===== src/rtl/pea_result_drain.sv =====
`timescale 1ns/1ps
`default_nettype none
// ============================================================================
// Module   : pea_result_drain
// Brief    : Pops result/status pairs from the PEA output FIFOs and streams
//            each pair as two valid/ready beats (result, then status).
// Revision : 1.0 - initial release
// ============================================================================
module pea_result_drain #(
   parameter int WIDTH = 32,
   parameter int POP_W = 5,
   parameter int CNT_W = 16
) (
   input  logic             clk,
   input  logic             rst,
   input  logic             enable,
   input  logic             clear_cnt,
   input  logic [POP_W-1:0] result_pop,
   input  logic [POP_W-1:0] status_pop,
   input  logic [WIDTH-1:0] result_data,
   input  logic [WIDTH-1:0] status_data,
   output logic             rd_en_result,
   output logic             rd_en_status,
   output logic [WIDTH-1:0] out_data,
   output logic             out_valid,
   input  logic             out_ready,
   output logic             out_last,
   output logic             busy,
   output logic [CNT_W-1:0] pair_count,
   output logic [CNT_W-1:0] err_count,
   output logic             desync
);

   localparam logic [2:0] c_IDLE      = 3'd0;
   localparam logic [2:0] c_POP       = 3'd1;
   localparam logic [2:0] c_WAIT      = 3'd2;
   localparam logic [2:0] c_SEND_RES  = 3'd3;
   localparam logic [2:0] c_SEND_STAT = 3'd4;

   localparam logic [CNT_W-1:0] c_CNT_MAX = '1;

   logic [2:0]       r_state;
   logic [2:0]       w_next;
   logic [WIDTH-1:0] r_res_q;
   logic [WIDTH-1:0] r_stat_q;
   logic [CNT_W-1:0] r_pair_count;
   logic [CNT_W-1:0] r_err_count;
   logic             r_desync;

   logic w_res_nz;
   logic w_stat_nz;
   logic w_start;
   logic w_mismatch;
   logic w_hs;

   assign w_res_nz   = |result_pop;
   assign w_stat_nz  = |status_pop;
   assign w_start    = enable && w_res_nz && w_stat_nz;
   assign w_mismatch = w_res_nz != w_stat_nz;
   assign w_hs       = out_valid && out_ready;

   always_comb begin
      w_next = r_state;
      case (r_state)
         c_IDLE:      if (w_start) w_next = c_POP;
         c_POP:       w_next = c_WAIT;
         c_WAIT:      w_next = c_SEND_RES;
         c_SEND_RES:  if (w_hs) w_next = c_SEND_STAT;
         c_SEND_STAT: if (w_hs) w_next = c_IDLE;
         default:     w_next = c_IDLE;
      endcase
   end

   always_ff @(posedge clk) begin
      if (rst) begin
         r_state      <= c_IDLE;
         r_res_q      <= '0;
         r_stat_q     <= '0;
         r_pair_count <= '0;
         r_err_count  <= '0;
         r_desync     <= 1'b0;
      end else begin
         r_state <= w_next;
         // FIFO read data becomes valid the cycle after the pop strobe
         if (r_state == c_WAIT) begin
            r_res_q  <= result_data;
            r_stat_q <= status_data;
         end
         if (clear_cnt) begin
            r_pair_count <= '0;
            r_err_count  <= '0;
            r_desync     <= 1'b0;
         end else begin
            if ((r_state == c_SEND_STAT) && w_hs) begin
               if (r_pair_count != c_CNT_MAX)
                  r_pair_count <= r_pair_count + 1'b1;
               if ((r_stat_q != '0) && (r_err_count != c_CNT_MAX))
                  r_err_count <= r_err_count + 1'b1;
            end
            if ((r_state == c_IDLE) && w_mismatch)
               r_desync <= 1'b1;
         end
      end
   end

   assign rd_en_result = (r_state == c_POP);
   assign rd_en_status = (r_state == c_POP);
   assign out_valid    = (r_state == c_SEND_RES) || (r_state == c_SEND_STAT);
   assign out_last     = (r_state == c_SEND_STAT);
   assign out_data     = (r_state == c_SEND_RES)  ? r_res_q  :
                         (r_state == c_SEND_STAT) ? r_stat_q : '0;
   assign busy         = (r_state != c_IDLE);
   assign pair_count   = r_pair_count;
   assign err_count    = r_err_count;
   assign desync       = r_desync;

endmodule
`default_nettype wire


===== config.mk =====
export PLATFORM = sky130hd
export DESIGN_NAME = pea_result_drain
export DESIGN_NICKNAME = d
export VERILOG_FILES = /design/src/rtl/pea_result_drain.sv
export SDC_FILE = /design/constraint.sdc
export NUM_CORES = 1
export LEC_CHECK = 0
export BUFFER_PORTS_ARGS = -buffer_cell sky130_fd_sc_hd__buf_2
export CAP_MARGIN = 20
export CORE_ASPECT_RATIO = 1.4
export CORE_UTILIZATION = 50
export CTS_CLUSTER_DIAMETER = 50
export DETAILED_ROUTE_END_ITERATION = 16
export PLACE_DENSITY = 0.84
export SYNTH_ARGS = -nofsm -noshare
export SYNTH_HDL_FRONTEND = slang
export SYNTH_SLANG_ARGS = --single-unit

===== constraint.sdc =====
create_clock -name clk -period 5.2 [get_ports clk]
set_input_delay 0.52 -clock clk [delete_from_list [all_inputs] [get_ports clk]]
set_output_delay 0.52 -clock clk [all_outputs]
set_load 0.02 [all_outputs]

After elaboration in Yosys (flattened, before gate mapping)
Index checks and enable logic that the tools add are counted.
{ "totals": {"register_bits": 100, "input_bits": 79, "output_inout_bits": 70, "elab_cells": 40} }
{ "op_classes": {"addsub": 2, "eq_ne": 10, "muxes": 6, "n_reduce_logical": 16} }
{ "op_table": {"columns": ["op", "count"], "rows": [
  ["32-bit 2-to-1 mux", 2],
  ["16-bit by 1-bit adder with 16-bit output (second input constant)", 2],
  ["16-bit inequality test (second input constant)", 2],
  ["32-bit nonzero test", 1],
  ["3-bit case mux with 5 select lines", 1],
  ["5-bit OR reduction", 2],
  ["3-bit 2-to-1 mux", 3],
  ["3-bit by 2-bit equality test with 1-bit output (second input constant)", 2],
  ["1-bit logical AND", 6],
  ["2-bit inequality test (second input constant)", 2],
  ["2-bit AND reduction", 2],
  ["3-bit by 1-bit equality test with 1-bit output (second input constant)", 1],
  ["3-bit equality test (second input constant)", 1],
  ["3-bit zero test", 1],
  ["3-bit AND reduction", 1],
  ["3-bit nonzero test", 1],
  ["2-bit by 1-bit inequality test with 1-bit output (second input constant)", 1],
  ["2-bit OR reduction", 1],
  ["1-bit logical OR", 1],
  ["1-bit inequality test", 1]
]} }

Longest topological paths before layout
Gate-level depths: netlist of run 1.
{ "depth": {"word_depth": 5, "depth_mapped": 8, "depth_no_buf": 6} }

Least setup slack after synthesis of run 1
OpenSTA, ideal clock, no wires.
{ "synth_path": {"path_kind": "register to output", "startpoint": "register r_state[1]", "endpoint": "output port out_data[10]", "t_arrival_ns": 1.502, "required_ns": 4.680, "setup_slack_ns": 3.178, "path_stages_with_launch": 6, "n_path_buf": 3, "cell_sequence": "dfxtp_1 -> clkbuf_1 -> and3b_1 -> clkbuf_1 -> clkbuf_1 -> a22o_1"} }
{ "synth_between": {"elab_chain_cells": 3, "word_cells_on_any_way": 4, "classes_between": "eq/ne (2); mux (2)"} }
{ "synth_rtl": {"columns": ["item", "line", "text"], "rows": [
  ["start: declaration", "42", "logic [2:0] r_state;"],
  ["start signal: assignment", "76", "r_state <= c_IDLE;"],
  ["start signal: assignment", "83", "r_state <= w_next;"],
  ["3-bit equality test", "111", "(r_state == c_SEND_STAT) ? r_stat_q : '0;"],
  ["32-bit 2-to-1 mux", "111", null],
  ["32-bit 2-to-1 mux (*)", "110", "assign out_data = (r_state == c_SEND_RES) ? r_res_q :"],
  ["end: declaration", "24", "output logic [WIDTH-1:0] out_data,"]
]} }
Every way passes the cells marked *; elsewhere a longest branch is shown, timed or not.

Worst setup path after layout of run 1
{ "layout_path": {"startpoint": "register r_state[0]", "endpoint": "output port out_data[13]"} }
Same word-level chain as after synthesis.

==> results.json, run 1 <==
{
  "cp.arrival_ps": 2180,
  "cts_resized": 0,
  "min_period_ps": 2700,
  "final_cells": 781,
  "slew_headroom_pct": 36.2,
  "syn_avg_cell_area_um2": 8.11,
  "peakVddDrop_uv": 221,
  "ys_seq_area_share_pct": 45.1,
  "cp-end-kind": "output pin",
  "cts_max_level": 3,
  "port_buffers": 148,
  "tns_ps": 0,
  "fin_skew_ps": 7.74,
  "rows": 40,
  "first_pass_iters": 4,
  "met1_usage_pct": 30.7,
  "ys_types": 42,
  "power_leakage_nw": 2.27,
  "drive_gt1_share_pct": 26.0,
  "ios": 149,
  "dieArea_mm2": 0.00927,
  "clk_pin_slew_ps": 70,
  "grt_pass1_vias": 4038,
  "track_usage_pct": 24.6,
  "placed_cells": 765,
  "synth_warnings": 0,
  "path_max_fanout": 17,
  "die_width_um": 81.7,
  "finalMaxSlewViolations": 0,
  "whs_ps": 415,
  "busiest_layer": "met2",
  "fillers": 773,
  "fin_crit_sh_pct": 51.9,
  "grt_max_degree": 73,
  "start_util_pct": 51.6,
  "worst_pin_slew_ps": 957,
  "via_per_inst": 5.65,
  "critPathKind": "flop to output pin",
  "antenna_found_initial": 0,
  "clock-sinks": 100,
  "root_buffer": "clkbuf_16",
  "hold_viol_final": 0,
  "syn-instance-count": 548,
  "gp_congestion": 0.849,
  "cts.path.max_buffers": 2,
  "yosys_register_bits": 100,
  "dieHeight_um": 114,
  "drt-initial-drc-count": 186,
  "max-cap-violations": 0,
  "setup_viol": 0,
  "route.detailed.drc": 0,
  "max_freq_ghz": 0.370,
  "hp-class": "input pin to flop",
  "hold_buffers": 0,
  "cts_buffers": 9,
  "routed_wl_um": 11200,
  "cp-start-kind": "flop",
  "grt_use_met2_pct": 41.4,
  "synthToLayoutAreaGrowth_pct": 23.4,
  "worstPathRequired_ps": 4680,
  "grt_pass1_wl_um": 18100,
  "gr-total-overflow": 0,
  "num_vias": 4416,
  "antenna_left": 0,
  "multi_input_area_mm2": 0.00226,
  "syn_nets": 629,
  "post_cts_buffers": 0,
  "core_area_mm2": 0.00861,
  "hpwl_um": 7870,
  "syn_area_mm2": 0.00444,
  "grtUsageMet3_pct": 4.64,
  "cts_tree": "built",
  "nets": 752,
  "seqCellArea_mm2": 0.00200,
  "clock_latency_ps": 330,
  "diodes": 0,
  "p_per_area_mw_per_mm2": 298,
  "rsz0062_at_grt": "false",
  "hold_depth": 3,
  "reg2reg_depth": 5,
  "wl_per_cell_um": 14.4,
  "status": "finished clean"
}
==> per-layer routing <==
layer | vias to the layer above | wire (um)
met1 | 2070 | 4870
met4 | 0 | 212
met3 | 19 | 557
met2 | 133 | 5590
li1 | 2194 | -
met5 | - | 0
==> cells by family after synthesis <==
| group | Yosys count | synth area share [%] |
|---|---|---|
| compound gates | 146 | 21.0 |
| simple gates | 237 | 25.3 |
| fa+ha+maj | 2 | 0.563 |
| buf+inv | 44 | 4.14 |
| flops | 100 | 45.1 |
| xor+xnor | 16 | 3.16 |
| mux | 3 | 0.704 |
==> power breakdown <==
group | internal [mW] | switching [mW] | leakage (nW)
clock | 0.348 | 0.301 | 0.143
sequential | 0.798 | 0.0262 | 0.810
combinational | 0.0617 | 0.0985 | 1.32
==> synth_stat cells (all sizes together) <==
master   number  area (um^2)
nand2       136          510
dfxtp       100         2000
a21oi        77          385
clkbuf       33          124
a22o         32          280
nor2         27          101
xor2         13          114
and3         10         62.6
nor4         10         62.6
o211ai       10         75.1
o31ai         9         67.6
or4           9         67.6
buf           8         48.8
nand4         8         50.1
nand3         7         35.0
o21ai         7         38.8
or3           7         43.8
and4          5         43.8
and2          4         25.0
o2111ai       4         35.0
inv           3         11.3
nand4b        3         26.3
nor3b         3         33.8
xnor2         3         26.3
a31oi         2         12.5
ha            2         25.0
mux2i         2         20.0
nand2b        2         12.5
o21a          2         15.0
or2           2         12.5
a2111oi       1         8.76
a21boi        1         7.51
and3b         1         8.76
mux2          1         11.3
nand4bb       1         11.3
nor4b         1         8.76
o41ai         1         8.76
or3b          1         8.76
==> area by class of cell <==
class | count | share of cell area (%)
Sequential cell | 100 | 36.5
Inverter | 3 | 0.206
Multi-Input combinational cell | 404 | 41.3
Tap cell | 105 | 2.40
Clock inverter | 6 | 1.03
Clock buffer | 10 | 4.36
Timing Repair Buffer | 153 | 14.2
==> path summary, 6_finish.rpt <==
path / slack, ps / start / end
worst max register to register: 2840 / r_state[2]$_SDFFE_PP0P_ / err_count[14]$_SDFFE_PP0P_
worst max-delay path: 2500 / r_state[0]$_SDFFE_PP0P_ / out_data[13]
worst min-delay path: 410 / result_data[29] / r_res_q[29]$_SDFFE_PP0N_
worst min register to register: 450 / r_res_q[17]$_SDFFE_PP0N_ / r_res_q[17]$_SDFFE_PP0N_
==> stage by stage <==
stage | power [mW] | utilization, % | cell area [um^2] | setup WS (ps)
after floorplan | 0.940 | - | 4440 | 3180
after global placement | 0.997 | 60.2 | 5180 | 2910
after detailed placement | 1.00 | 60.2 | 5180 | 2870
after CTS | 1.65 | 63.6 | 5480 | 2490
after global routing | 1.69 | 63.6 | 5480 | 2400
final | 1.63 | 63.6 | 5480 | 2500
==> cell usage in the layout, fill, tap and decap left out, types with 9 or more instances in the layout <==
cell type / instances
dfxtp_1: 100
nand2_1: 136
and3_1: 10
a22o_1: 32
nor2_1: 27
or4_1: 9
nor4_1: 10
buf_2: 148
a21oi_1: 77
xor2_1: 13
clkbuf_16: 9
o31ai_1: 9
o211ai_1: 10
==> state kept, by name, indices dropped and copies added (netlist names) <==
| signal | count |
|---|---|
| desync | 1 |
| err_count | 16 |
| pair_count | 16 |
| r_res_q | 32 |
| r_stat_q | 32 |
| r_state | 3 |
==> worst max-delay path, stage by stage (launching register included) <==
cell and delay (ps):
dfxtp_1 550, and3b_1 620, buf_4 340, a22o_1 170, buf_2 160
Power figures use the tool's default switching activity.
==> inputs of run 2 (changes only) <==
==> constraint.sdc (replaced) <==
create_clock -name clk -period 2.6 [get_ports clk]
set_input_delay 0.26 -clock clk [delete_from_list [all_inputs] [get_ports clk]]
set_output_delay 0.26 -clock clk [all_outputs]
set_load 0.02 [all_outputs]
==> run 2 against run 1 <==
- largest power group unchanged
- sequential power increased by 100%
- die area unchanged
- final cell count increased by 0.26%
==> results.json, run 2 (same netlist as run 1, synthesis figures left out) <==
{
  "status": "finished clean",
  "diodes": 0,
  "worstPathRequired_ps": 2340,
  "critPathKind": "flop to output pin",
  "cts_buffers": 9,
  "worst_pin_slew_ps": 636,
  "clk_pin_slew_ps": 70,
  "clock_latency_ps": 350,
  "path_cells": "nor3b_4 -> buf_4 -> a22o_1 -> buf_2",
  "p_per_area_mw_per_mm2": 618,
  "post_cts_buffers": 0,
  "cpPeakStageDelay_ps": 490,
  "finalMaxSlewViolations": 0,
  "setup_viol": 0,
  "core_area_mm2": 0.00861,
  "cp-start-kind": "flop",
  "grt_pass1_wl_um": 18600,
  "met1_length_um": 4740,
  "cp.arrival_ps": 1900,
  "ios": 149,
  "max_freq_ghz": 0.463,
  "slew_headroom_pct": 57.6,
  "cts.path.max_buffers": 2,
  "design_area_mm2": 0.00552,
  "final_common_cell": "buf_2",
  "final_cell_mix": "148 x buf_2, 136 x nand2_1, 100 x dfxtp_1, 77 x a21oi_1, 32 x a22o_1",
  "cp-end-kind": "output pin",
  "synthToLayoutAreaGrowth_pct": 24.2,
  "dieHeight_um": 114,
  "final_cells": 783,
  "route.detailed.drc": 0,
  "routed_wl_um": 11600,
  "first_pass_iters": 4,
  "cts_resized": 0,
  "fin_crit_sh_pct": 83.2,
  "cts_max_level": 3,
  "clock-sinks": 100,
  "root_buffer": "clkbuf_16",
  "num_vias": 4401,
  "rows": 40,
  "path_max_fanout": 36,
  "highest_layer": "met4",
  "hold_buffers": 0,
  "gp_congestion": 0.850,
  "antenna_found_initial": 0,
  "port_buffers": 148,
  "drt-initial-drc-count": 235,
  "wl_per_cell_um": 14.8,
  "post_dp_cell_area_mm2": 0.00520,
  "critPathSlowestCell": "dfxtp_1",
  "gr-total-overflow": 0,
  "largestRegisters": "r_res_q (32), r_stat_q (32)",
  "peakVddDrop_uv": 631,
  "min_period_ps": 2160,
  "grt_max_degree": 65,
  "via_per_inst": 5.62,
  "die_width_um": 81.7,
  "fillers": 778,
  "fin_skew_ps": 8.06,
  "hpwl_um": 7920,
  "tns_ps": 0,
  "rsz0062_at_grt": "false",
  "start_util_pct": 51.6,
  "whs_ps": 142,
  "track_usage_pct": 25.7,
  "hold_viol_final": 0,
  "nets": 754,
  "power_leakage_nw": 2.30,
  "hp-class": "input pin to flop",
  "drive_gt1_share_pct": 26.1,
  "placed_cells": 767,
  "max-cap-violations": 0,
  "grt_pass1_vias": 4135,
  "antenna_left": 0,
  "wl_met2_um": 5900,
  "dieArea_mm2": 0.00927,
  "cts_tree": "built",
  "route.met3.wl_um": 715
}
run 2: worst paths after layout:
kind | startpoint | cells past startpoint | to | slack [ps]
worst min-delay path | result_data[16] | 3 | r_res_q[16]$_SDFFE_PP0N_ | 140
worst max-delay path | r_state[2]$_SDFFE_PP0P_ | 4 | out_data[7] | 440
worst max register to register | pair_count[0]$_SDFFE_PP0P_ | 6 | pair_count[1]$_SDFFE_PP0P_ | 530
worst min register to register | r_res_q[17]$_SDFFE_PP0N_ | 2 | r_res_q[17]$_SDFFE_PP0N_ | 450
run 2: layer usage:
layer | track usage [%] | vias to the layer above
li1 | - | 2193
met1 | 29.9 | 2024
met2 | 44.1 | 160
met3 | 4.88 | 24
met4 | 12.7 | 0
met5 | 0 | -
run 2: final cells by class:
class / count / area [um^2] / share of cell area, %
Multi-Input combinational cell: 404 / 2260 / 41.0
Tap cell: 105 / 131 / 2.38
Timing Repair Buffer: 155 / 793 / 14.4
Inverter: 3 / 11.3 / 0.204
Sequential cell: 100 / 2000 / 36.3
Clock buffer: 11 / 243 / 4.40
Clock inverter: 5 / 75.1 / 1.36
run 2: where the power goes:
part	total [mW]	internal, mW	switching [mW]
Combinational	0.325	0.124	0.201
Clock	1.43	0.865	0.570
Sequential	1.65	1.60	0.0510
Total	3.41	2.58	0.822
run 2: critical path: cells and delay by family, from the launching register on:
family	cells	cell delay, ps
AOI/OAI and AO/OA	1	240
buffers and inverters	2	580
and+or+nand+nor	1	250
DFF	1	490
run 2: metrics by stage:
step / setup WS, ps / utilization (%) / power [mW]
global route: 309 / 64.1 / 3.52
global placement: 694 / 60.4 / 2.00
finish: 438 / 64.1 / 3.41
floorplan: 718 / - / 1.88
detailed placement: 571 / 60.4 / 2.01
CTS: 430 / 64.1 / 3.43
